## config.mk

```make
export PLATFORM = sky130hd
export DESIGN_NAME = interrupt_sequencer
export DESIGN_NICKNAME = d
export VERILOG_FILES = /design/src/rtl/interrupt_sequencer.sv
export SDC_FILE = /design/constraint.sdc
export NUM_CORES = 1
export LEC_CHECK = 0
export BUFFER_PORTS_ARGS = -buffer_cell sky130_fd_sc_hd__buf_4
export CAP_MARGIN = 20
export CORE_ASPECT_RATIO = 1.1
export CORE_MARGIN = 3
export CORE_UTILIZATION = 51
export DETAILED_ROUTE_END_ITERATION = 7
export PLACE_DENSITY = 0.82
export SETUP_SLACK_MARGIN = 0.5
export SLEW_MARGIN = 20
export SYNTH_ARGS = -nofsm -noshare
export SYNTH_HDL_FRONTEND = slang
export SYNTH_SLANG_ARGS = --single-unit
```

## constraint.sdc

```tcl
create_clock -name i_clk -period 2.5 [get_ports i_clk]
set_clock_uncertainty 0.1 [all_clocks]
set_input_delay 0.25 -clock i_clk [delete_from_list [all_inputs] [get_ports i_clk]]
set_output_delay 0.25 -clock i_clk [all_outputs]
set_load 0.05 [all_outputs]
```

## src/rtl/interrupt_sequencer.sv

```systemverilog
// interrupt_sequencer: interrupt entry (drain, push PC, vector) and RTI return (pop PC, restore CCR)
module interrupt_sequencer #(
  parameter int unsigned DRAIN_CYCLES = 3,
  parameter logic [31:0] VECTOR_ADDR  = 32'h0
) (
  input  logic        i_clk,
  input  logic        i_reset,
  input  logic        i_interrupt,
  input  logic        i_rti_decoded,
  input  logic        i_branch_taken,
  input  logic [31:0] i_pc_current,
  input  logic [3:0]  i_ccr,
  input  logic        i_mem_ready,
  input  logic [15:0] i_mem_rdata,
  output logic        o_stall_fetch,
  output logic        o_inject_bubble,
  output logic        o_mem_req,
  output logic        o_mem_write,
  output logic [1:0]  o_sp_op,
  output logic [15:0] o_mem_wdata,
  output logic        o_pc_load,
  output logic [31:0] o_pc_load_value,
  output logic        o_flags_load,
  output logic [3:0]  o_flags_value,
  output logic        o_int_ack,
  output logic        o_busy
);
  typedef enum logic [3:0] {
    S_IDLE, S_DRAIN, S_PUSH_HI, S_PUSH_LO, S_REDIR,
    S_R_DRAIN, S_POP_LO, S_POP_HI, S_R_REDIR
  } state_t;
  localparam logic [3:0] LP_LAST = 4'(DRAIN_CYCLES - 1);
  state_t      r_state, w_next;
  logic        r_int_prev, r_int_pend;
  logic [3:0]  r_cnt;
  logic [31:0] r_saved_pc, r_ret_pc;
  logic [3:0]  r_saved_ccr;
  logic        w_int_edge, w_take_int, w_drain_done;
  assign w_int_edge   = i_interrupt & ~r_int_prev;
  assign w_take_int   = (r_state == S_IDLE) & r_int_pend & ~i_branch_taken;
  assign w_drain_done = (r_cnt == LP_LAST);
  // state register
  always_ff @(posedge i_clk or posedge i_reset)
    if (i_reset) r_state <= S_IDLE;
    else         r_state <= w_next;
  // the request is consumed when entry starts, so an edge arriving anywhere
  // in the sequence (even during the push) is kept for a later entry
  always_ff @(posedge i_clk or posedge i_reset)
    if (i_reset) begin
      r_int_prev <= 1'b0;
      r_int_pend <= 1'b0;
    end else begin
      r_int_prev <= i_interrupt;
      r_int_pend <= w_int_edge | (r_int_pend & ~w_take_int);
    end
  // drain counter, saved resume PC/CCR and popped return PC
  always_ff @(posedge i_clk or posedge i_reset)
    if (i_reset) begin
      r_cnt       <= 4'd0;
      r_saved_pc  <= 32'd0;
      r_ret_pc    <= 32'd0;
      r_saved_ccr <= 4'd0;
    end else begin
      r_cnt <= (r_state == S_DRAIN || r_state == S_R_DRAIN) ? r_cnt + 4'd1 : 4'd0;
      if (w_take_int) r_saved_pc <= i_pc_current;
      if (r_state == S_DRAIN && w_drain_done) r_saved_ccr <= i_ccr;
      if (r_state == S_POP_LO && i_mem_ready) r_ret_pc[15:0] <= i_mem_rdata;
      if (r_state == S_POP_HI && i_mem_ready) r_ret_pc[31:16] <= i_mem_rdata;
    end
  // next state; interrupt outranks RTI, and a branch flush defers entry one cycle
  always_comb begin
    w_next = r_state;
    case (r_state)
      S_IDLE:    w_next = w_take_int ? S_DRAIN : r_int_pend ? S_IDLE :
                          i_rti_decoded ? S_R_DRAIN : S_IDLE;
      S_DRAIN:   w_next = w_drain_done ? S_PUSH_HI : S_DRAIN;
      S_PUSH_HI: w_next = i_mem_ready ? S_PUSH_LO : S_PUSH_HI;
      S_PUSH_LO: w_next = i_mem_ready ? S_REDIR : S_PUSH_LO;
      S_R_DRAIN: w_next = w_drain_done ? S_POP_LO : S_R_DRAIN;
      S_POP_LO:  w_next = i_mem_ready ? S_POP_HI : S_POP_LO;
      S_POP_HI:  w_next = i_mem_ready ? S_R_REDIR : S_POP_HI;
      default:   w_next = S_IDLE;
    endcase
  end
  // Moore outputs decoded from state alone so they stay stable while memory stalls
  always_comb begin
    o_stall_fetch   = r_state != S_IDLE;
    o_inject_bubble = r_state != S_IDLE;
    o_busy          = r_state != S_IDLE;
    o_mem_req       = 1'b0;
    o_mem_write     = 1'b0;
    o_sp_op         = 2'b00;
    o_mem_wdata     = 16'd0;
    o_pc_load       = 1'b0;
    o_pc_load_value = 32'd0;
    o_flags_load    = 1'b0;
    o_flags_value   = 4'd0;
    o_int_ack       = 1'b0;
    case (r_state)
      S_PUSH_HI, S_PUSH_LO: begin
        o_mem_req   = 1'b1;
        o_mem_write = 1'b1;
        o_sp_op     = 2'b01;
        o_mem_wdata = (r_state == S_PUSH_HI) ? r_saved_pc[31:16] : r_saved_pc[15:0];
      end
      S_POP_LO, S_POP_HI: begin
        o_mem_req = 1'b1;
        o_sp_op   = 2'b10;
      end
      S_REDIR: begin
        o_pc_load       = 1'b1;
        o_pc_load_value = VECTOR_ADDR;
        o_int_ack       = 1'b1;
      end
      S_R_REDIR: begin
        o_pc_load       = 1'b1;
        o_pc_load_value = r_ret_pc;
        o_flags_load    = 1'b1;
        o_flags_value   = r_saved_ccr;
      end
      default: ;
    endcase
  end
endmodule

```

# ---- Word-level counts from Yosys, hierarchy flattened
# Index checks and enable logic that the tools add are counted.
dict set report word_totals {
  ff_bits 78
  latchBits 0
  ram_bits 0
  rom_bits 0
  inputBits 58
  out_inout_bits 62
  elab_cells 57
  mem_count 0
}
dict set report classes {
  add_sub_neg 1
  mul 0
  n_div 0
  order_cmp 0
  n_eq_ne 9
  shifts 0
  n_mux 21
  bitwise 8
  n_reduce_logical 10
}
# cell count
set ops {}
lappend ops {{$mux W16} 2}
lappend ops {{$mux W32} 1}
lappend ops {{$pmux W4 S7} 1}
lappend ops {{$eq A4 B3 Y1 const B} 4}
lappend ops {{$eq A4 B2 Y1 const B} 3}
lappend ops {{$mux W3} 4}
lappend ops {{$mux W4} 3}
lappend ops {{$mux W1} 7}
lappend ops {{$reduce_or A2 Y1} 3}
lappend ops {{$add A4 B1 Y4 const B} 1}
lappend ops {{$and A1 B1 Y1} 4}
lappend ops {{$eq A4 B1 Y1 const B} 1}
lappend ops {{$eq A4 B4 Y1 const B} 1}
lappend ops {{$logic_not A4 Y1} 1}
lappend ops {{$mux W2} 2}
lappend ops {{$pmux W2 S2} 1}
lappend ops {{$reduce_bool A4 Y1} 1}
lappend ops {{$reduce_or A4 Y1} 1}
lappend ops {{$logic_and A1 B1 Y1} 3}
lappend ops {{$not A1 Y1} 3}
lappend ops {{$logic_or A1 B1 Y1} 1}
lappend ops {{$or A1 B1 Y1} 1}

# ---- Depth between registers and ports, before layout
dict set report logic_depth {
  depth_word 6
  ltp_mapped 5
  mapped_depth_nobuf 5
}

# ---- Worst setup path after synthesis
# Ideal clock, no wire load.
dict set report synth_path {
  path_kind {register to output}
  start {reg r_state[0]}
  end {out o_pc_load_value[22]}
  arrival_ns 1.954
  required_time_ns 2.150
  slack_ns 0.196
  path_stages_with_launch 5
  n_path_buf 2
  cell_sequence {dfrtp_1 > buf_2 > nor4b_1 > clkbuf_1 > and2_1}
}
dict set report synth_between {
  elab_chain_cells 2
}
# element line_no
set synth_lines {}
lappend synth_lines {{start, declared} 33} ;# state_t r_state, w_next;
lappend synth_lines {{start signal, assigned} 45} ;# else r_state <= w_next;
lappend synth_lines {{$eq A4 B4 Y1} 99} ;# case (r_state)
lappend synth_lines {{$mux W32} 99}
lappend synth_lines {{end, declared} 22} ;# output logic [31:0] o_pc_load_value,
# Every way passes these cells.

# ---- Final worst setup path
dict set report layout_path {
  start {reg r_state[2]}
  end {out o_pc_load_value[19]}
}
# The elaborated chain is that of the path after synthesis.

==> impl_results.md <==
- Worst-Skew Late Latency: ~0.34 ns
- Status: finished with violations
- WL final: 8840 um
- Maximum Capacitance Violations: 0
- Share of the synthesized area in the top cell type: 52.5%
- DR pass1 iterations: 4
- Pwr Total: 0.00569 W
- Failing checks: negative hold slack
- Worst-Margin Slew: 0.942 ns
- Fin Setup TNS: 0 ns
- Starting Density: 52.7%
- Logic gate share of total power: 41.2%
- Hold WC Path Type: in2async
- Clock buffer depth: 2
- Clk pwr share: 19.6%
- CP most frequent cell: buf_6
- Mapped Area: 0.00371 mm2
- Top-level I/O count: 120
- Slew Limit Headroom: 37.0%
- Post-Synthesis Cells: 276
- Sequential power share: 39.2%
- Layout cell share with drive strength beyond 1: 67.0%
- Antenna diodes: 0
- Post-route cell area: 0.00544 mm2
- Startpoint Class: register
- Leakage: 2.77 nW
- Peak supply drop: between 0.0008 and 0.0009 V
- Crit end category: output port
- Worst R2R Setup Slack: 0.53 ns
- Hold Fails Final Rpt: 8
- Register area share after synthesis: 52.5%
- Die Ht: 95.5 um
- Worst Setup SP: r_state[2]$_DFF_PP0_
- H-tree Lvls: 3
- Worst endpoint required time: 2.15 ns
- Synth-to-layout area growth: 46.3%
- Ys Warns: 0
- Count of cell types in the netlist: 33
- Routed length per placed instance: 17.6 um
- Die area: 0.00835 mm2
- R2R depth: 6
- Pwr dens: 1050 mW/mm2
- Max Fanout on Critical Path: 9
- Sink Count: 78
- DRC: 0
- Pint: 0.00373 W
- RSZ-0062 raised after global routing: true
- FILL cells: 435
- Synth area leader: dfrtp_1
- Rows: 32
- Core area: 0.00705 mm2
- GPL Wtd Cong: 0.881
- NetSw: 0.00196 W
- All-layer global routing usage: 21.0%
- Clock edge transition at the registers on the reported setup and hold paths: 0.08 ns
- Max-slew violations: 0
- Final period util: roughly four fifths
- Nets@finish: 473
- Final setup viols: 0
- Die width: 87.4 um
- Slowest cell on crit path: dfrtp_2
- Crit path time final: 2.04 ns
- Most frequent cells in the layout: buf_4, dfrtp_1, mux2_2
- Initial antenna violation count: 0
- Max stage delay on crit path: 0.45 ns
- Area after DPL: 0.00473 mm2
- Setup CP Type: reg2out
- Dpl hpwl: 5410 um
- Via/cell ratio: around 5.2
- TritonCTS clock tree: yes
- Syn nets: 336
- Final setup margin: roughly 0.46 ns
- Port buffer count: 119
- Vias in the first global route: 2,759
- DRT iter0 DRCs: 72
- Total grt overflow: 0
- Arrival @ worst endpoint: 1.69 ns
- Root Buffer Master: clkbuf_8
- Critical path cell sequence: nor4b_4, buf_6, buf_6, and2_2, buf_6
- Fmax: between 400 and 500 MHz
- Post-synthesis register bit count: 78
- Global-route wire length before repair: between 10,000 and 15,000 um
- Antenna-violating nets left: 0
- Cts bufs inserted: 9
- Largest net degree at the start of global routing: 44
- Setup WS pre-CTS: 0.577 ns
- Vias: ~2,600
- Final Hold Slack: -0.00873 ns
- Syn Area/Cell: 13.5 um2
- Reg-to-Reg Start: r_state[2]$_DFF_PP0_
- Switch share: 34.4%
- Most common cell after layout, fill and taps aside: buf_4
- Area contributors post-synth: dfrtp_1, mux2_2, mux2_4
## final timing paths
kind	end
min in group i_clk	r_saved_pc[31]$_DFFE_PP0P_
worst max-delay path	o_pc_load_value[19]
worst min register to register	r_cnt[0]$_DFF_PP0_
max in group asynchronous	r_saved_pc[29]$_DFFE_PP0P_
worst max register to register	r_saved_pc[25]$_DFFE_PP0P_
worst min-delay path	r_ret_pc[1]$_DFFE_PP0P_
## sequential cells by signal, summed over array words and instances, names as in the netlist
signal / flops
r_cnt: 4
r_saved_ccr: 4
r_int_prev: 1
r_int_pend: 1
r_ret_pc: 32
r_saved_pc: 32
r_state: 4
## synthesized netlist by cell type
| cell | number |
|---|---|
| mux2i_1 | 17 |
| a22oi_1 | 1 |
| nand2_1 | 3 |
| or2_2 | 1 |
| nand2b_1 | 1 |
| clkbuf_2 | 2 |
| clkbuf_1 | 3 |
| nor2_2 | 1 |
| buf_2 | 4 |
| dfrtp_1 | 78 |
| a22o_1 | 1 |
| buf_4 | 2 |
| nor2_1 | 23 |
| mux2_1 | 1 |
| mux2_4 | 28 |
| nor2b_1 | 2 |
| nor3b_1 | 1 |
| nand3b_1 | 1 |
| nand3_1 | 3 |
| mux2_2 | 39 |
| nor3b_4 | 1 |
| xnor2_1 | 1 |
| nor4b_1 | 1 |
| o311ai_0 | 1 |
| o2111ai_1 | 1 |
| and2_1 | 37 |
| inv_1 | 8 |
| buf_6 | 5 |
| xor2_1 | 2 |
| ha_1 | 2 |
| and2b_1 | 2 |
| nand3b_4 | 2 |
| nor4_4 | 1 |
## metrics by stage
step / std cells / hold WS [ns] / utilization [%]
2_1_floorplan: 276 / 0.181 / -
3_3_place_gp: 471 / 0.270 / 67.2
3_5_place_dp: 471 / 0.274 / 67.2
4_1_cts: 503 / 0.00801 / 75.5
5_1_grt: 503 / 0.0118 / 77.1
6_report: 503 / -0.00873 / 77.1
## kinds of logic (layout without fill, tap and decap cells)
kind of cell	Yosys count	count (layout)	synth area share, %
buffers and inverters	24	166	3.84
and+or+nand+nor	80	80	13.3
adders and majority gates	2	2	0.674
AOI/OAI and AO/OA	4	4	0.910
xor gates and xnor gates	3	3	0.707
DFF	78	78	52.5
muxes	85	85	28.0
## routing by layer
metal / part of all wire [%] / track usage (%) / vias to the layer above
met5: 0 / 0 / -
met4: 2.3 / 7.42 / 0
met3: 7.7 / 6.05 / 18
met2: 50 / 36.5 / 124
met1: 40 / 24.5 / 1270
li1: - / - / 1206
## power by group through the flow
stage	clock network (W)	logic (W)	registers, W
global placement	0	0.00209	0.00220
detailed placement	0	0.00215	0.00223
floorplan	0	0.00181	0.00208
CTS	0.00114	0.00230	0.00219
finish	0.00112	0.00234	0.00223
global route	0.00119	0.00250	0.00230
## worst max-delay path, delay by kind of cell (launching register included)
| kind | cells | cell delay [ns] |
|---|---|---|
| buf+inv | 3 | 0.47 |
| flops | 1 | 0.45 |
| simple gates | 2 | 0.42 |
## final cells by class
class	count	area, um2	share of cell area, %
repair buffers	142	1370	25.2
clock inverters	7	113	2.07
flip-flops and latches	78	1960	36.0
clock buffers	9	124	2.28
multi-input cells	174	1730	31.9
well taps	85	106	1.96
inverters	8	33.8	0.621
## timing repair
item / CTS / global route
setup buffers: 10 / 0
endpoints found under the setup margin: 57 / 89
hold buffers: 1 / 0
hold endpoints to repair: 1 / 0
gates resized for setup: 73 / 41
cloned: 5 / 0
pin swaps: 11 / 8
Note: power is estimated with default switching activity, not from simulation.
